**config.mk**
```make
export PLATFORM = sky130hd
export DESIGN_NAME = instruction_encoder
export DESIGN_NICKNAME = d
export VERILOG_FILES = /design/src/rtl/instruction_encoder_pkg.sv /design/src/rtl/instruction_field_packer.sv /design/src/rtl/instruction_encoder.sv
export SDC_FILE = /design/constraint.sdc
export NUM_CORES = 1
export LEC_CHECK = 0
export ABC_AREA = 1
export BUFFER_PORTS_ARGS = -buffer_cell sky130_fd_sc_hd__buf_4
export CORE_ASPECT_RATIO = 1.2
export CORE_MARGIN = 3
export CORE_UTILIZATION = 56
export CTS_CLUSTER_DIAMETER = 100
export DETAILED_ROUTE_END_ITERATION = 10
export HOLD_SLACK_MARGIN = 0.03
export PLACE_DENSITY = 0.84
export SLEW_MARGIN = 20
export SYNTH_ARGS = -nofsm -noshare
export SYNTH_HDL_FRONTEND = slang
export SYNTH_SLANG_ARGS = --single-unit
```
**constraint.sdc**
```tcl
create_clock -name i_clk -period 6.6 [get_ports i_clk]
set_clock_uncertainty 0.1 [all_clocks]
set_input_delay 0.33 -clock i_clk [delete_from_list [all_inputs] [get_ports i_clk]]
set_output_delay 0.33 -clock i_clk [all_outputs]
set_load 0.01 [all_outputs]
```
**src/rtl/instruction_encoder_pkg.sv**
```systemverilog
// Shared encodings for the RV32I instruction encoder: formats, error codes,
// opcode constants and the encoder FSM state type.
package instruction_encoder_pkg;

  typedef enum logic [2:0] {
    FMT_R = 3'd0,
    FMT_I = 3'd1,
    FMT_S = 3'd2,
    FMT_B = 3'd3,
    FMT_U = 3'd4,
    FMT_J = 3'd5
  } fmt_e;

  localparam logic [1:0] ERR_NONE   = 2'd0;
  localparam logic [1:0] ERR_FORMAT = 2'd1;
  localparam logic [1:0] ERR_IMM    = 2'd2;

  localparam logic [6:0] OP_LUI    = 7'h37;
  localparam logic [6:0] OP_AUIPC  = 7'h17;
  localparam logic [6:0] OP_JAL    = 7'h6F;
  localparam logic [6:0] OP_JALR   = 7'h67;
  localparam logic [6:0] OP_BRANCH = 7'h63;
  localparam logic [6:0] OP_LOAD   = 7'h03;
  localparam logic [6:0] OP_STORE  = 7'h23;
  localparam logic [6:0] OP_IMM    = 7'h13;
  localparam logic [6:0] OP_REG    = 7'h33;

  typedef enum logic [1:0] {
    ST_IDLE   = 2'd0,
    ST_ENCODE = 2'd1,
    ST_WRITE  = 2'd2
  } state_e;

endpackage

```
**src/rtl/instruction_field_packer.sv**
```systemverilog
// Combinational RV32I field packer with immediate range/alignment check.
// Bad format wins over an immediate error; unused fields are ignored.
module instruction_field_packer
  import instruction_encoder_pkg::*;
(
  input  logic [2:0]  i_format,
  input  logic [6:0]  i_opcode,
  input  logic [2:0]  i_funct3,
  input  logic [6:0]  i_funct7,
  input  logic [4:0]  i_rd,
  input  logic [4:0]  i_rs1,
  input  logic [4:0]  i_rs2,
  input  logic [31:0] i_imm,
  output logic [31:0] o_word,
  output logic [1:0]  o_err_code
);

  logic w_is_ok;
  logic w_b_ok;
  logic w_j_ok;
  logic w_u_ok;

  // Sign-extension checks: upper bits must be a pure copy of the sign bit
  assign w_is_ok = (&i_imm[31:11]) | ~(|i_imm[31:11]);
  assign w_b_ok  = ((&i_imm[31:12]) | ~(|i_imm[31:12])) & ~i_imm[0];
  assign w_j_ok  = ((&i_imm[31:20]) | ~(|i_imm[31:20])) & ~i_imm[0];
  assign w_u_ok  = ~(|i_imm[11:0]);

  always_comb begin
    o_word     = '0;
    o_err_code = ERR_NONE;
    case (i_format)
      FMT_R: o_word = {i_funct7, i_rs2, i_rs1, i_funct3, i_rd, i_opcode};
      FMT_I: begin
        o_word = {i_imm[11:0], i_rs1, i_funct3, i_rd, i_opcode};
        if (!w_is_ok) o_err_code = ERR_IMM;
      end
      FMT_S: begin
        o_word = {i_imm[11:5], i_rs2, i_rs1, i_funct3, i_imm[4:0], i_opcode};
        if (!w_is_ok) o_err_code = ERR_IMM;
      end
      FMT_B: begin
        o_word = {i_imm[12], i_imm[10:5], i_rs2, i_rs1, i_funct3,
                  i_imm[4:1], i_imm[11], i_opcode};
        if (!w_b_ok) o_err_code = ERR_IMM;
      end
      FMT_U: begin
        o_word = {i_imm[31:12], i_rd, i_opcode};
        if (!w_u_ok) o_err_code = ERR_IMM;
      end
      FMT_J: begin
        o_word = {i_imm[20], i_imm[10:1], i_imm[11], i_imm[19:12], i_rd, i_opcode};
        if (!w_j_ok) o_err_code = ERR_IMM;
      end
      default: o_err_code = ERR_FORMAT;
    endcase
  end

endmodule

```
**src/rtl/instruction_encoder.sv**
```systemverilog
// Accepts RV32I field bundles, encodes them and writes each word to instruction
// memory at an auto-incrementing address; 3 cycles per instruction, waits on i_mem_ready.
module instruction_encoder
  import instruction_encoder_pkg::*;
#(
  parameter int unsigned ADDR_WIDTH = 10,
  parameter int unsigned BASE_ADDR  = 0
) (
  input  logic                  i_clk,
  input  logic                  i_rst,
  input  logic                  i_req_valid,
  output logic                  o_req_ready,
  input  logic [2:0]            i_req_format,
  input  logic [6:0]            i_req_opcode,
  input  logic [2:0]            i_req_funct3,
  input  logic [6:0]            i_req_funct7,
  input  logic [4:0]            i_req_rd,
  input  logic [4:0]            i_req_rs1,
  input  logic [4:0]            i_req_rs2,
  input  logic [31:0]           i_req_imm,
  input  logic                  i_org_valid,
  input  logic [ADDR_WIDTH-1:0] i_org_addr,
  output logic                  o_mem_write_enable,
  output logic [ADDR_WIDTH-1:0] o_mem_addr,
  output logic [31:0]           o_mem_write_data,
  input  logic                  i_mem_ready,
  output logic                  o_err_valid,
  output logic [1:0]            o_err_code,
  output logic [ADDR_WIDTH:0]   o_count
);

  localparam logic [ADDR_WIDTH:0] LP_CNT_MAX = {1'b1, {ADDR_WIDTH{1'b0}}};

  state_e                r_state;
  state_e                w_state_nxt;
  logic [2:0]            r_format;
  logic [6:0]            r_opcode;
  logic [2:0]            r_funct3;
  logic [6:0]            r_funct7;
  logic [4:0]            r_rd;
  logic [4:0]            r_rs1;
  logic [4:0]            r_rs2;
  logic [31:0]           r_imm;
  logic [ADDR_WIDTH-1:0] r_ptr;
  logic [ADDR_WIDTH:0]   r_count;
  logic [31:0]           r_mem_data;
  logic                  r_err_vld;
  logic [1:0]            r_err_code;
  logic [31:0]           w_word;
  logic [1:0]            w_err_code;

  instruction_field_packer u_packer (
    .i_format   (r_format),
    .i_opcode   (r_opcode),
    .i_funct3   (r_funct3),
    .i_funct7   (r_funct7),
    .i_rd       (r_rd),
    .i_rs1      (r_rs1),
    .i_rs2      (r_rs2),
    .i_imm      (r_imm),
    .o_word     (w_word),
    .o_err_code (w_err_code)
  );

  always_ff @(posedge i_clk or posedge i_rst) begin
    if (i_rst) r_state <= ST_IDLE;
    else       r_state <= w_state_nxt;
  end

  always_comb begin
    w_state_nxt = r_state;
    case (r_state)
      ST_IDLE:   if (i_req_valid) w_state_nxt = ST_ENCODE;
      ST_ENCODE: w_state_nxt = (w_err_code != ERR_NONE) ? ST_IDLE : ST_WRITE;
      ST_WRITE:  if (i_mem_ready) w_state_nxt = ST_IDLE;
      default:   w_state_nxt = ST_IDLE;
    endcase
  end

  // Handshake outputs decode from state so reset clears them without a clock edge
  always_comb begin
    o_req_ready        = (r_state == ST_IDLE);
    o_mem_write_enable = (r_state == ST_WRITE);
    o_mem_addr         = r_ptr;
    o_mem_write_data   = r_mem_data;
    o_err_valid        = r_err_vld;
    o_err_code         = r_err_vld ? r_err_code : ERR_NONE;
    o_count            = r_count;
  end

  always_ff @(posedge i_clk or posedge i_rst) begin
    if (i_rst) begin
      r_format   <= '0;
      r_opcode   <= '0;
      r_funct3   <= '0;
      r_funct7   <= '0;
      r_rd       <= '0;
      r_rs1      <= '0;
      r_rs2      <= '0;
      r_imm      <= '0;
      r_ptr      <= ADDR_WIDTH'(BASE_ADDR);
      r_count    <= '0;
      r_mem_data <= '0;
      r_err_vld  <= 1'b0;
      r_err_code <= ERR_NONE;
    end else begin
      r_err_vld <= 1'b0;
      case (r_state)
        ST_IDLE: begin
          if (i_org_valid) r_ptr <= i_org_addr;
          if (i_req_valid) begin
            r_format <= i_req_format;
            r_opcode <= i_req_opcode;
            r_funct3 <= i_req_funct3;
            r_funct7 <= i_req_funct7;
            r_rd     <= i_req_rd;
            r_rs1    <= i_req_rs1;
            r_rs2    <= i_req_rs2;
            r_imm    <= i_req_imm;
          end
        end
        ST_ENCODE: begin
          if (w_err_code != ERR_NONE) begin
            r_err_vld  <= 1'b1;
            r_err_code <= w_err_code;
          end else begin
            r_mem_data <= w_word;
          end
        end
        ST_WRITE: begin
          if (i_mem_ready) begin
            r_ptr <= r_ptr + ADDR_WIDTH'(1);
            if (r_count != LP_CNT_MAX) r_count <= r_count + (ADDR_WIDTH + 1)'(1);
          end
        end
        default: ;
      endcase
    end
  end

endmodule

```
* Yosys cells after proc, flatten, opt, wreduce, memory -nomap -nowiden
Index checks and enable logic that the tools add are counted.
** Operators by class
- $add $sub $neg :: 2
- Eq/ne operators :: 11
- Multiplexer cells :: 16
- Bitwise gates (word level) :: 10
- Reductions and logical operators :: 18
** Operators with widths (count)
- $pmux 32 s6 :: 1
- $reduce_or 12->1 :: 2
- $reduce_and 21->1 :: 1
- $reduce_or 21->1 :: 1
- $mux 10 :: 2
- $pmux 10 s2 :: 1
- $reduce_and 20->1 :: 1
- $reduce_or 20->1 :: 1
- $mux 2 :: 8
- $reduce_and 12->1 :: 1
- $add 11x1->11 const B :: 1
- $ne 11x11->1 const B :: 1
- $add 10x1->10 const B :: 1
- $pmux 2 s5 :: 1
- $reduce_and 2->1 :: 4
- $eq 3x2->1 const B :: 2
- $eq 3x3->1 const B :: 2
- $pmux 2 s3 :: 1
- $reduce_and 3->1 :: 2
- $not 1->1 :: 5
- $ne 2x1->1 const B :: 2
- $reduce_bool 2->1 :: 2
- $eq 3x1->1 const B :: 1
- $logic_not 3->1 :: 1
- other kinds (8) :: 12
** Storage, ports and cells
- Register bits after elaboration :: 125
- Input bits :: 82

* Depth between registers and ports, before layout
- Depth after elaboration :: 9
- Mapped depth :: 13
- Gate-level depth less buffers :: 12

* Hierarchy
From an unflattened synthesis, not the netlist that was laid out.
** Second synthesis, totals
- Cells, all modules :: 758
- Area, all modules :: 6194.7 µm²
** By module, submodules not included
- instruction_encoder :: instances 1, cells an instance 579, area an instance 5411.4 µm²
- instruction_field_packer :: instances 1, cells an instance 179, area an instance 783.3 µm²

* Worst setup path after synthesis
Ideal clock, no wire load.
- Path type :: register to register
- Start :: reg r_count[0], in the netlist o_count[0]
- End :: reg r_count[10], in the netlist o_count[10]
- Arrival :: 1.559 ns
- Setup slack :: 4.824 ns
- Cell stages (with the launch flop) :: 11
- Buffers on the path :: 0
- Period minus slack after synthesis :: 1.776 ns
- Path through :: dfrtp_1 -> inv_1 -> ha_1 -> nand4_1 -> nor3_1 -> nand2_1 -> nand2_1 -> nor3_1 -> nand3_1 -> nand2_1 -> nand2_1
** Between the ends
- Cells in the longest elaborated chain, start to end :: 2
** RTL lines
- start, declared :: RTL line instruction_encoder.sv:45 : logic [ADDR_WIDTH:0] r_count;
- start signal, assigned :: RTL line instruction_encoder.sv:133 : if (r_count != LP_CNT_MAX) r_count <= r_count + (ADDR_WIDTH + 1)'(1);
- branches (longest 2 deep; another with $add 11x1->11)
Parallel ways; which one is timed is not known.
A chain may end at the register's enable or synchronous reset.

* Worst setup path after layout
- Start :: reg r_state[0]
- End :: reg r_funct3[0]
** Between the ends
- Cells in the longest elaborated chain, start to end :: 2
** RTL lines
- start, declared :: RTL line instruction_encoder.sv:34 : state_e r_state;
- start signal, assigned :: RTL line instruction_encoder.sv:67 : else r_state <= w_state_nxt;
- $logic_not 2->1 :: RTL line instruction_encoder.sv:108 : case (r_state)
- $reduce_and 2->1 (no line)
- end signal, assigned :: RTL line instruction_encoder.sv:114 : r_funct3 <= i_req_funct3;
- end, declared :: RTL line instruction_encoder.sv:38 : logic [2:0] r_funct3;
No other way between the ends.

==> metrics.cfg <==
[job]
cap_violations = 0

[timing]
fmax_mhz = 314
rsz0062_at_grt = no
worstMarginPinSlew_ns = 1.07
setup-tns-final_ns = 0
drv_slew = 0
finalCritPeriodShare_pct = 48.2
layout_min_cycle_time_ns = 3.18
hold_viol = 0
finalSetupViolations = 0
fin_ws_ns = 3.42
maxSlewHeadroom_pct = 28.9

[placement]
dpl.cell_count = 1007
dp_hpwl_microns = 11500
io_buffers = 139
dp_slack_ns = 3.64
routabilityCongestion = 0.906

[layout]
nets = 1043
fin_cells = 1097
ff_latch_area_sq_um = 3130
drive_above_1_share_pct = 18.8
fillers = 682
multi_input_area_sq_um = 2460
syn_to_final_growth_pct = 38.8
n_antenna_cell = 0

[logic_synthesis]
synthFlopType = dfrtp_1
synth_top_area_share_pct = 52.9
ys_types = 36
synth_area_per_cell_sq_um = 7.68
ys_seq_elements = 125
synth-edff-count = 0
ys_warn_count = 0
seq_area_frac_synth_pct = 52.9
synthTopCellsByArea = dfrtp_1 (53%), nand2_1 (24%), nand3_1 (5.1%)
yosysMostFrequentCell = nand2_1
syn_area_sq_um = 5910
async_reset_ff_share_pct = 100
synth_fp_nets = 854
netlist_instances = 769
synth.top_cells.by_count = nand2_1 (375), dfrtp_1 (125), nand3_1 (60), inv_1 (47), nor2_1 (37)
synth.largest_area_cell = dfrtp_1

[pwr]
p_leak_nw = 4.38
powerDensity_nw_per_um2 = 466
peakVddDrop_mv = 0.256

[worst_setup_path]
cpPeakStageDelay_ns = 1.13
required_ns = 6.79
crit_slowest_cell = clkinv_2
crit_fanout = 80
cp_cell_sequence = nor2_1 -> nand2_2 -> clkinv_2 -> o21ai_0
critical_path_class = register to register
critPathLaunchType = register
critical_path.endpoint_type = register
cp.arrival_ns = 3.37

[clock_tree]
post_cts_resized = 0
clk_latency_ns = 0.42
cts_tree = built
cts-root-buf = clkbuf_16
h-tree-depth = 4
clock_sinks = 125
post_cts_buffers = 0
hold_buffers = 56
clk_transition_reported_paths_ns = 0.06
numCtsBuffers = 17
clk_path_buf_depth = 2

[floorplan]
rows = 40
start_util_pct = 58.2
io_pins = 140
die-width_microns = 99.8
design.core.area_sq_um = 10200
die_area_sq_um = 11800
die_h_microns = 119

[detailed_routing]
drt_wl_total_microns = 18200
drc = 0
vias_per_cell = 5.49
drt_first_iter_violations = 505
first_pass_iters = 6
wl_per_cell_microns = 16.6
ant_nets = 0
vias = 6022

[global_route]
grt_max_degree = 81
grt_pass1_vias = 5908
grt_pass1_wl_microns = 28800
antenna_found_initial = 0
track_usage_pct = 31.0
gr-total-overflow = 0

[run_status]
outcome = finished clean

[worst_hold_path]
hold_path_class = input pin to register

[state kept, by name, indices dropped and copies added, names as in the netlist, 3 cells and up]
name / count
r_rs2: 5
r_rs1: 5
o_mem_write_data: 32
r_funct3: 3
r_imm: 32
o_count: 11
o_mem_addr: 10
r_funct7: 7
r_format: 3
r_rd: 5
r_opcode: 7
[through the flow]
stage	cell area (sq um)	total power [mW]	utilization (%)	hold slack [ns]
6_report	8200	3.82	80.7	0.0386
5_1_grt	8200	4.05	80.7	0.0410
4_1_cts	8180	3.79	80.5	0.0305
3_5_place_dp	7000	2.76	68.9	0.367
3_3_place_gp	7000	2.70	68.9	0.362
2_1_floorplan	5910	2.25	-	0.325
[kinds of logic (layout without fill, tap and decap cells)]
family / count (synthesis) / in the layout / synth area share (%)
multiplexers: 1 / 1 / 0.169
AND/OR/NAND/NOR: 497 / 497 / 34.0
buffers and inverters: 80 / 282 / 5.55
flip-flops: 125 / 125 / 52.9
AO/OA/AOI/OAI: 53 / 53 / 5.25
XOR/XNOR: 10 / 10 / 1.48
adder cells (fa/ha/maj): 3 / 3 / 0.635
[power by group]
group          internal, mW  switching, mW
clock network         0.634          0.354
registers              1.10          0.325
logic                 0.530          0.874
total                  2.27           1.55
[per-layer routing]
metal | GRT usage [%] | part of all wire (%)
met1 | 37.6 | 38
met2 | 52.5 | 51
met3 | 5.96 | 6.4
met4 | 14.7 | 4.0
met5 | 0 | 0
[placed cells by master (no fill, tap or decap), drive strengths merged, types with 3 or more instances in the layout]
cell         count
a21oi           13
a22o             3
a31oi            3
buf            141
bufinv           4
clkbuf          19
clkinv          10
dfrtp          125
dlygate4sd3     58
ha               3
inv             49
nand2          375
nand3           61
nand4            5
nor2            40
nor3             9
nor4             4
o211ai           6
o21ai           24
xor2             9
[critical path: cells and delay by family, from the launching register on]
| family | cells | cell delay (ns) |
|---|---|---|
| flip-flops | 1 | 0.38 |
| AND/OR/NAND/NOR | 2 | 0.86 |
| buffers and inverters | 1 | 1.13 |
| AO/OA/AOI/OAI | 1 | 0.55 |
[path summary, 6_finish.rpt]
check,start,end,slack [ns],cells after the start
min,i_req_imm[11],r_imm[11],0.04,3
min reg2reg,r_opcode[5],r_opcode[5],0.38,2
max in group asynchronous,i_rst,o_mem_write_data[21],4.57,4
min in group asynchronous,i_rst,o_mem_addr[8],0.50,3
max reg2reg,r_state[0],r_funct3[0],3.42,4
max,r_state[0],r_funct3[0],3.42,4
[area by class of cell]
class                           instances  share of cell area, %
Clock buffer                           19                   5.28
Sequential cell                       125                   38.1
Tap cell                              126                   1.92
Multi-Input combinational cell        564                   30.0
Timing Repair Buffer                  199                   20.0
Clock inverter                         13                   2.32
Inverter                               51                   2.38
No activity file was read; power rests on OpenSTA's default activity.
